<file path="src/rtl/decoding_block_scheduler.sv">
// decoding_block_scheduler: per-block sequencer walking the 8x2 block grid of a slice ahead of the decoding processor.
// Ports:
//   clk, rst_n                  clock, asynchronous active-low reset
//   flush                       synchronous abort back to the reset state
//   slice_start, slice_width, slice_height   new slice and its size (sampled on the pulse)
//   blk_valid / blk_ready, blockMode_in      block handshake with the substream parser
//   stall_pull                  pixel buffer back-pressure
//   neighborsAbove_rd_en / neighborsAbove_valid   neighbours-above read request and return
//   pReconBlk_valid             reconstructed block available
//   blockMode, prevBlockMode    mode of the block in flight and of the last completed block
//   sos, eos, soc, eoc, fbls, resetLeft   position flags of the block in flight
//   eob, slice_done             completion pulses for the block and for the slice
//   blk_x, blk_y                current block column and row
//   err                         sticky protocol error
module decoding_block_scheduler #(
    parameter int MAX_SLICE_WIDTH  = 2560,
    parameter int MAX_SLICE_HEIGHT = 4096
) (
    input  logic                                  clk,
    input  logic                                  rst_n,
    input  logic                                  flush,
    input  logic                                  slice_start,
    input  logic [$clog2(MAX_SLICE_WIDTH)-1:0]    slice_width,
    input  logic [$clog2(MAX_SLICE_HEIGHT)-1:0]   slice_height,
    input  logic                                  blk_valid,
    output logic                                  blk_ready,
    input  logic [2:0]                            blockMode_in,
    input  logic                                  stall_pull,
    output logic                                  neighborsAbove_rd_en,
    input  logic                                  neighborsAbove_valid,
    input  logic                                  pReconBlk_valid,
    output logic [2:0]                            blockMode,
    output logic [2:0]                            prevBlockMode,
    output logic                                  sos,
    output logic                                  eos,
    output logic                                  soc,
    output logic                                  eoc,
    output logic                                  fbls,
    output logic                                  resetLeft,
    output logic                                  eob,
    output logic [$clog2(MAX_SLICE_WIDTH)-4:0]    blk_x,
    output logic [$clog2(MAX_SLICE_HEIGHT)-2:0]   blk_y,
    output logic                                  slice_done,
    output logic                                  err
);
    localparam int WW = $clog2(MAX_SLICE_WIDTH);
    localparam int HW = $clog2(MAX_SLICE_HEIGHT);
    localparam int XW = WW - 3;
    localparam int YW = HW - 1;
    // Blocks per row can reach 2^(WW-3), so it needs one bit more than blk_x.
    localparam int BW = WW - 2;

    localparam logic [2:0] S_IDLE       = 3'd0;
    localparam logic [2:0] S_WAIT_BLK   = 3'd1;
    localparam logic [2:0] S_RD_NBR     = 3'd2;
    localparam logic [2:0] S_WAIT_NBR   = 3'd3;
    localparam logic [2:0] S_WAIT_RECON = 3'd4;

    logic [2:0]    state_q, state_d;
    logic [BW-1:0] bpr_q, bpr_d;
    logic [HW-1:0] rows_q, rows_d;
    logic [XW-1:0] x_q, x_d;
    logic [YW-1:0] y_q, y_d;
    logic [2:0]    mode_q, mode_d, prev_q, prev_d;
    logic          sos_q, sos_d, eos_q, eos_d, soc_q, soc_d, eoc_q, eoc_d, fbls_q, fbls_d;
    logic          eob_q, eob_d, done_q, done_d, err_q, err_d;
    logic [WW:0]   bpr_sum;
    logic [HW:0]   rows_sum;
    logic          last_col, last_row;

    assign bpr_sum  = {1'b0, slice_width} + (WW+1)'(7);
    assign rows_sum = {1'b0, slice_height} + (HW+1)'(1);
    assign last_col = BW'(x_q) == bpr_q - BW'(1);
    assign last_row = HW'(y_q) == rows_q - HW'(1);

    assign blk_ready            = (state_q == S_WAIT_BLK) && !stall_pull;
    assign neighborsAbove_rd_en = state_q == S_RD_NBR;
    assign blockMode            = mode_q;
    assign prevBlockMode        = prev_q;
    assign sos                  = sos_q;
    assign eos                  = eos_q;
    assign soc                  = soc_q;
    assign resetLeft            = soc_q;
    assign eoc                  = eoc_q;
    assign fbls                 = fbls_q;
    assign eob                  = eob_q;
    assign slice_done           = done_q;
    assign blk_x                = x_q;
    assign blk_y                = y_q;
    assign err                  = err_q;

    always_comb begin
        state_d = state_q;
        bpr_d   = bpr_q;
        rows_d  = rows_q;
        x_d     = x_q;
        y_d     = y_q;
        mode_d  = mode_q;
        prev_d  = prev_q;
        sos_d   = sos_q;
        eos_d   = eos_q;
        soc_d   = soc_q;
        eoc_d   = eoc_q;
        fbls_d  = fbls_q;
        eob_d   = 1'b0;
        done_d  = 1'b0;
        err_d   = err_q;
        case (state_q)
            S_IDLE: begin
                if (slice_start) begin
                    if (slice_width == '0 || slice_height == '0) begin
                        err_d = 1'b1;
                    end else begin
                        state_d = S_WAIT_BLK;
                        bpr_d   = bpr_sum[WW:3];
                        rows_d  = rows_sum[HW:1];
                        x_d     = '0;
                        y_d     = '0;
                    end
                end
            end
            S_WAIT_BLK: begin
                if (blk_valid && blk_ready) begin
                    state_d = S_RD_NBR;
                    mode_d  = blockMode_in;
                    sos_d   = x_q == '0 && y_q == '0;
                    eos_d   = last_col && last_row;
                    soc_d   = x_q == '0;
                    eoc_d   = last_col;
                    fbls_d  = y_q == '0;
                end
            end
            // Read data returned together with the request skips the wait state.
            S_RD_NBR:   state_d = neighborsAbove_valid ? S_WAIT_RECON : S_WAIT_NBR;
            S_WAIT_NBR: state_d = neighborsAbove_valid ? S_WAIT_RECON : S_WAIT_NBR;
            S_WAIT_RECON: begin
                if (pReconBlk_valid) begin
                    eob_d  = 1'b1;
                    prev_d = mode_q;
                    if (eos_q) begin
                        state_d = S_IDLE;
                        done_d  = 1'b1;
                        x_d     = '0;
                        y_d     = '0;
                        mode_d  = '0;
                        sos_d   = 1'b0;
                        eos_d   = 1'b0;
                        soc_d   = 1'b0;
                        eoc_d   = 1'b0;
                        fbls_d  = 1'b0;
                    end else begin
                        state_d = S_WAIT_BLK;
                        x_d     = last_col ? '0 : x_q + XW'(1);
                        y_d     = last_col ? y_q + YW'(1) : y_q;
                    end
                end
            end
            default: state_d = S_IDLE;
        endcase
        if (pReconBlk_valid && state_q != S_WAIT_RECON)
            err_d = 1'b1;
        if (neighborsAbove_valid && state_q != S_RD_NBR && state_q != S_WAIT_NBR)
            err_d = 1'b1;
        if (slice_start && state_q != S_IDLE)
            err_d = 1'b1;
        // Flush overrides everything above, including a coincident slice_start.
        if (flush) begin
            state_d = S_IDLE;
            bpr_d   = '0;
            rows_d  = '0;
            x_d     = '0;
            y_d     = '0;
            mode_d  = '0;
            prev_d  = '0;
            sos_d   = 1'b0;
            eos_d   = 1'b0;
            soc_d   = 1'b0;
            eoc_d   = 1'b0;
            fbls_d  = 1'b0;
            eob_d   = 1'b0;
            done_d  = 1'b0;
            err_d   = 1'b0;
        end
    end

    always_ff @(posedge clk or negedge rst_n) begin
        if (!rst_n) begin
            state_q <= S_IDLE;
            bpr_q   <= '0;
            rows_q  <= '0;
            x_q     <= '0;
            y_q     <= '0;
            mode_q  <= '0;
            prev_q  <= '0;
            sos_q   <= 1'b0;
            eos_q   <= 1'b0;
            soc_q   <= 1'b0;
            eoc_q   <= 1'b0;
            fbls_q  <= 1'b0;
            eob_q   <= 1'b0;
            done_q  <= 1'b0;
            err_q   <= 1'b0;
        end else begin
            state_q <= state_d;
            bpr_q   <= bpr_d;
            rows_q  <= rows_d;
            x_q     <= x_d;
            y_q     <= y_d;
            mode_q  <= mode_d;
            prev_q  <= prev_d;
            sos_q   <= sos_d;
            eos_q   <= eos_d;
            soc_q   <= soc_d;
            eoc_q   <= eoc_d;
            fbls_q  <= fbls_d;
            eob_q   <= eob_d;
            done_q  <= done_d;
            err_q   <= err_d;
        end
    end
endmodule
</file>
<file path="config.mk">
export PLATFORM = sky130hd
export DESIGN_NAME = decoding_block_scheduler
export DESIGN_NICKNAME = d
export VERILOG_FILES = /design/src/rtl/decoding_block_scheduler.sv
export SDC_FILE = /design/constraint.sdc
export NUM_CORES = 1
export LEC_CHECK = 0
export ABC_AREA = 1
export ABC_CLOCK_PERIOD_IN_PS = 2200
export CAP_MARGIN = 20
export CORE_MARGIN = 3
export CORE_UTILIZATION = 45
export CTS_BUF_LIST = sky130_fd_sc_hd__clkbuf_8 sky130_fd_sc_hd__clkbuf_16
export DETAILED_ROUTE_END_ITERATION = 10
export DONT_BUFFER_PORTS = 1
export PLACE_DENSITY = 0.69
export SLEW_MARGIN = 20
export SYNTH_ARGS = -nofsm -noshare
export SYNTH_HDL_FRONTEND = slang
export SYNTH_SLANG_ARGS = --single-unit
</file>
<file path="constraint.sdc">
create_clock -name clk -period 2.2 [get_ports clk]
set_clock_uncertainty 0.1 [all_clocks]
set_input_delay 0.44 -clock clk [delete_from_list [all_inputs] [get_ports clk]]
set_output_delay 0.44 -clock clk [all_outputs]
set_load 0.03 [all_outputs]
</file>
==> results.tsv, run 1 <==
stage	metric	value	unit
critical_path	crit path capture type	flip-flop	
critical_path	slowest stage cell, crit path	dfrtp_1	
placed_design	DP HPWL	8.325	mm
critical_path	Startpoint Class	flip-flop	
routing	total iterations of the first detailed-routing run	5	
timing	fmax	0.4768	GHz
layout	final instance area	4747	um^2
timing	final setup TNS	0	ns
clocking	CTS tree	built	
routing	wire per inst	13.71	um
global_route	vias in the first global route	3717	
clocking	Num CTS Buffers	9	
floorplan	core area	8934	um^2
yosys	Gate Count Post-Synth	626	
critical_path	CP arrival	2.25	ns
layout	area grow syn2layout	12.41	%
layout	n_diodes	0	
yosys	Synth Net Count	669	
clocking	Worst-Skew Late Latency	0.35	ns
layout	commonest cells after routing, fill and taps aside	nand2_1, inv_1, nand3_1, nor2_1, dfrtp_1	
floorplan	starting density of the core	47.27	%
floorplan	Die H	102.9	um
placed_design	GP Congestion	0.9203	
hold_path	Hold Path Class	in2reg	
run_status	status	complete, no violations	
layout	Final Net Count	697	
layout	layout cells sized above 1	10.47	%
yosys	post-synthesis cell area	4223	um^2
layout	area of the multi-input gates	2315	um^2
clocking	clk slew on worst S/H paths	0.07	ns
timing	worst relative slew slack	60.90	%
routing	DR iter-0 viols	245	
floorplan	DIE AREA	10580	um^2
floorplan	Die X	102.9	um
pwr	leakage	0.002424	uW
layout	# fillers	904	
global_route	largest net degree at the start of global routing	60	
critical_path	crit-path cells	nor2_1 -> nand2_1 -> inv_2 -> nand2_1 -> nor2_2 -> inv_1 -> nor2_4 -> nand2_1 -> o21ai_1	
floorplan	I/O pin total	72	
critical_path	Buf/Inv on CP	2	
yosys	yosys warns	0	
timing	worst hold slack	0.05623	ns
yosys	Synth Area per Inst	6.746	um^2
timing	Pins Over Slew Limit	0	
global_route	aggregate global routing overflow	0	
placed_design	Post-DP Area	4491	um^2
clocking	H-tree levels	3	
routing	DRC violations left	0	
yosys	flops & latches, synth	59	
timing	Final Hold Viols	0	
timing	Worst-Margin Slew	0.5865	ns
clocking	# clock sinks	59	
timing	unrepaired setup endpoints after global routing	no	
routing	wirelength, routed	10.52	mm
routing	via count	4042	
critical_path	crit-path leading delay family	simple AND/OR/NAND/NOR gates	
critical_path	CP Class	reg2reg	
pwr	power density cells	830.8	nW/um^2
layout	Non-Filler Instances	767	
clocking	CTS root buf	clkbuf_8	
floorplan	site row count	34	
yosys	post-synthesis sequential area ratio	34.96	%
placed_design	Port-buffer cells	0	
clocking	Clock Tree Buf Depth	2	
timing	post-route clock period utilization	95.33	%
critical_path	Worst path most repeated cell	nand2_1	
critical_path	Req. time, crit path	2.35	ns
global_route	GRT Total Usage	20.76	%
critical_path	CP max stage delay	0.40	ns
timing	min cycle time layout	2.097	ns
global_route	initial antenna violation count	0	
layout	Register Area	1476	um^2
layout	most common cell after layout, fill and taps aside	nand2_1	
routing	final antenna-violating net count	0	
placed_design	cell count after placement	748	
routing	Via density	5.270	
job	Max-Cap Viols	0	
yosys	Yosys cell types	37	
global_route	first-pass GRT wire length	17.42	mm
critical_path	worst-path fanout max	7	
pwr	Max VDD drop	326.8	uV
timing	Final Setup Violations	0	
cell usage after synthesis (all sizes together):
cell / n / area share (%)
nand2: 167 / 15
inv: 94 / 8.4
nand3: 81 / 10
nor2: 72 / 7.2
dfrtp: 59 / 35
o21ai: 36 / 4.3
xor2: 17 / 3.5
nor3: 16 / 1.9
nand4: 14 / 2.1
o22ai: 11 / 1.6
xnor2: 10 / 2.1
buf: 9 / 1.5
ha: 8 / 2.4
clkbuf: 6 / 0.56
nand3b: 6 / 1.1
a21oi: 3 / 0.36
clkinv: 3 / 0.27
o31ai: 3 / 0.53
or2: 3 / 0.44
a211oi: 2 / 0.36
nor4: 2 / 0.30
a221oi: 1 / 0.21
nor3b: 1 / 0.30
nor4b: 1 / 0.21
o21bai: 1 / 0.18
through the flow:
stage	utilization, %	setup WS [ns]	power, uW
6_report	53.14	0.1028	3944
5_1_grt	53.14	0.003017	4250
4_1_cts	52.86	0.02666	3944
3_5_place_dp	50.27	0.04962	2929
3_3_place_gp	50.27	0.1262	2894
2_1_floorplan	-	0.2516	2662
per-layer routing:
layer / vias to the layer above / track usage [%] / routed length, um
met2: 148 / 31.13 / 4575
met1: 1819 / 29.89 / 5049
met4: 0 / 6.972 / 129
met5: - / 0 / 0
li1: 2066 / - / -
met3: 9 / 4.330 / 765
worst paths after layout:
path                                        start                       end  slack, ns  cells past startpoint
min                                         flush           err$_DFFE_PN0P_       0.06                      1
min in group asynchronous                   rst_n  blockMode[2]$_DFFE_PN0P_       0.50                      2
max in group asynchronous                   rst_n     rows_q[8]$_DFFE_PN0P_       1.23                      2
min reg2reg                rows_q[11]$_DFFE_PN0P_    rows_q[11]$_DFFE_PN0P_       0.42                      2
max                        state_q[0]$_DFFE_PN0P_      blk_x[7]$_DFFE_PN0P_       0.10                      9
max reg2reg                state_q[0]$_DFFE_PN0P_      blk_x[7]$_DFFE_PN0P_       0.10                      9
cell type report:
cell class | count | area share [%]
Multi-Input combinational cell | 455 | 48.76
Clock inverter | 7 | 1.476
Clock buffer | 9 | 2.609
Inverter | 97 | 7.670
Timing Repair Buffer | 32 | 5.535
Sequential cell | 59 | 31.10
Tap cell | 108 | 2.847
cells by family after synthesis:
family	count (synthesis)	synth area share [%]
compound gates	57	7.526
simple gates	363	38.90
fa+ha+maj	8	2.370
buf+inv	112	10.64
xor+xnor	27	5.600
flops	59	34.96
flip-flops by register name, indices dropped and copies added, names as in the netlist:
| name | cells |
|---|---|
| bpr_q | 10 |
| resetLeft | 1 |
| err | 1 |
| blk_x | 9 |
| fbls | 1 |
| blockMode | 3 |
| eoc | 1 |
| eob | 1 |
| prevBlockMode | 3 |
| eos | 1 |
| slice_done | 1 |
| rows_q | 12 |
| state_q | 3 |
| blk_y | 11 |
| sos | 1 |
timing repair:
| action | CTS | global route |
|---|---|---|
| hold buffers | 2 | 0 |
| endpoints found under the setup margin | 0 | 14 |
| buffers inserted | 0 | 1 |
| gates resized for setup | 0 | 4 |
| hold endpoints to repair | 59 | 0 |
power breakdown:
part / switching, uW / internal [uW] / total (uW)
clock: 452 / 517 / 969
combinational: 994 / 514 / 1510
sequential: 250 / 1220 / 1470
total: 1700 / 2250 / 3940
No activity file was read; power rests on OpenSTA's default activity.
==> run 2: changes to the inputs <==
Settings changed: HOLD_SLACK_MARGIN set to 0.1.
==> results.tsv, run 2 (same netlist as run 1, synthesis figures left out) <==
stage	metric	value	unit	change
timing	min cycle time layout	2.113	ns	was 2.097 ns
routing	total iterations of the first detailed-routing run	5		unchanged
floorplan	site row count	34		unchanged
critical_path	crit path capture type	flip-flop		unchanged
timing	worst relative slew slack	61.15	%	was 60.90%
floorplan	Die H	102.9	um	unchanged
placed_design	Post-DP Area	4491	um^2	unchanged
critical_path	CP arrival	2.26	ns	was 2.25 ns
critical_path	crit-path cells	nor2_1 -> nand2_1 -> inv_2 -> nand2_1 -> nor2_2 -> inv_1 -> nor2_4 -> nand2_1 -> o21ai_1		unchanged
floorplan	Die X	102.9	um	unchanged
hold_path	Hold Path Class	in2reg		unchanged
pwr	leakage	0.002428	uW	was 0.002424 uW
clocking	clk slew on worst S/H paths	0.07	ns	about the same
placed_design	GP Congestion	0.9203		unchanged
timing	Final Hold Viols	0		unchanged
routing	DR iter-0 viols	207		was 245
routing	wire per inst	13.74	um	was 13.71 um
layout	commonest cells after routing, fill and taps aside	nand2_1, inv_1, nand3_1, nor2_1, dfrtp_1		unchanged
timing	Final WS setup	0.08677	ns	was 0.1028 ns
routing	Via density	5.241		was 5.270
placed_design	dpl ws	0.04962	ns	unchanged
routing	final antenna-violating net count	0		unchanged
global_route	initial antenna violation count	0		unchanged
global_route	largest net degree at the start of global routing	60		unchanged
layout	# fillers	903		was 904
routing	DRC violations left	0		unchanged
floorplan	starting density of the core	47.27	%	unchanged
layout	Final Net Count	698		was 697
routing	via count	4025		was 4042
clocking	Clock Tree Buf Depth	2		unchanged
critical_path	CP max stage delay	0.41	ns	was 0.40 ns
critical_path	worst-path fanout max	7		unchanged
global_route	GRT Total Usage	20.80	%	was 20.76%
pwr	Max VDD drop	326.3	uV	was 326.8 uV
clocking	Num CTS Buffers	9		unchanged
layout	most common cell after layout, fill and taps aside	nand2_1		unchanged
critical_path	Worst path most repeated cell	nand2_1		unchanged
critical_path	slowest stage cell, crit path	dfrtp_1		unchanged
clocking	Worst-Skew Late Latency	0.35	ns	about the same
critical_path	CP Class	reg2reg		unchanged
clocking	CTS tree	built		unchanged
timing	fmax	0.4732	GHz	was 0.4768 GHz
layout	final instance area	4757	um^2	was 4747 um^2
timing	Final Setup Violations	0		unchanged
floorplan	core area	8934	um^2	unchanged
placed_design	DP HPWL	8.325	mm	unchanged
placed_design	Port-buffer cells	0		unchanged
job	Max-Cap Viols	0		unchanged
floorplan	I/O pin total	72		unchanged
timing	final setup TNS	0	ns	unchanged
pwr	power density cells	830.5	nW/um^2	was 830.8 nW/um^2
layout	Reg with most FFs	rows_q		unchanged
critical_path	Req. time, crit path	2.35	ns	about the same
timing	Pins Over Slew Limit	0		unchanged
layout	n_diodes	0		unchanged
clocking	# clock sinks	59		unchanged
run_status	status	complete, no violations		unchanged
routing	wirelength, routed	10.56	mm	was 10.52 mm
timing	post-route clock period utilization	96.06	%	was 95.33%
timing	Worst-Margin Slew	0.5827	ns	was 0.5865 ns
layout	max reg flops	12		unchanged
global_route	first-pass GRT wire length	17.45	mm	was 17.42 mm
layout	area grow syn2layout	12.65	%	was 12.41%
clocking	H-tree levels	3		unchanged
floorplan	DIE AREA	10580	um^2	unchanged
timing	unrepaired setup endpoints after global routing	no		unchanged
layout	layout cells sized above 1	10.45	%	was 10.47%
critical_path	Startpoint Class	flip-flop		unchanged
clocking	CTS root buf	clkbuf_8		unchanged
global_route	aggregate global routing overflow	0		unchanged
global_route	vias in the first global route	3724		was 3717
run 2: cell type report:
type                    count  area, um^2  area share, %
inverters                  97       364.1          7.654
multi-input cells         455        2315          48.66
well taps                 108       135.1          2.841
clock inverters             7       70.07          1.473
clock buffers               9       123.9          2.604
repair buffers             33       272.8          5.734
flip-flops and latches     59        1476          31.04
run 2: critical path, delay by kind of cell, from the launching register on:
family	cells	cell delay (ns)
buffers and inverters	2	0.28
flip-flops	1	0.41
AND/OR/NAND/NOR	6	1.00
AO/OA/AOI/OAI	1	0.23
run 2: per-stage QoR:
stage / utilization, % / total power [uW] / hold slack [ns] / instances
global route: 53.25 / 4252 / 0.1368 / 768
floorplan: - / 2662 / 0.04441 / 626
global placement: 50.27 / 2894 / 0.04616 / 748
detailed placement: 50.27 / 2929 / 0.04613 / 748
CTS: 52.97 / 3947 / 0.1341 / 767
finish: 53.25 / 3951 / 0.1438 / 768
run 2: power by group:
group	internal (uW)	total [uW]	switching, uW
registers	1220	1470	249
logic	515	1510	993
clock network	517	976	458
run 2: repair_timing:
item / 4_1_cts / 5_1_grt
hold buffers: 3 / 0
buffers inserted: 0 / 1
resized for setup: 0 / 4
endpoints found under the hold margin: 63 / 0
setup endpoints to repair: 0 / 14
run 2: worst paths after layout:
path / from / endpoint / slack, ns / cells past startpoint
setup / recovery: state_q[0]$_DFFE_PN0P_ / blk_x[7]$_DFFE_PN0P_ / 0.09 / 9
hold / removal: slice_height[11] / rows_q[11]$_DFFE_PN0P_ / 0.14 / 2
setup reg to reg: state_q[0]$_DFFE_PN0P_ / blk_x[7]$_DFFE_PN0P_ / 0.09 / 9
hold reg to reg: rows_q[11]$_DFFE_PN0P_ / rows_q[11]$_DFFE_PN0P_ / 0.42 / 2
max in group asynchronous: rst_n / rows_q[8]$_DFFE_PN0P_ / 1.23 / 2
min in group asynchronous: rst_n / blockMode[2]$_DFFE_PN0P_ / 0.51 / 2
run 2: layer usage:
layer	share of wire [%]	vias up	global-route usage, %	wire (um)
li1	-	2066	-	-
met1	49	1823	30.02	5136
met2	43	127	31.13	4552
met3	7.0	9	4.330	737
met4	1.2	0	6.972	129
met5	0	-	0	0
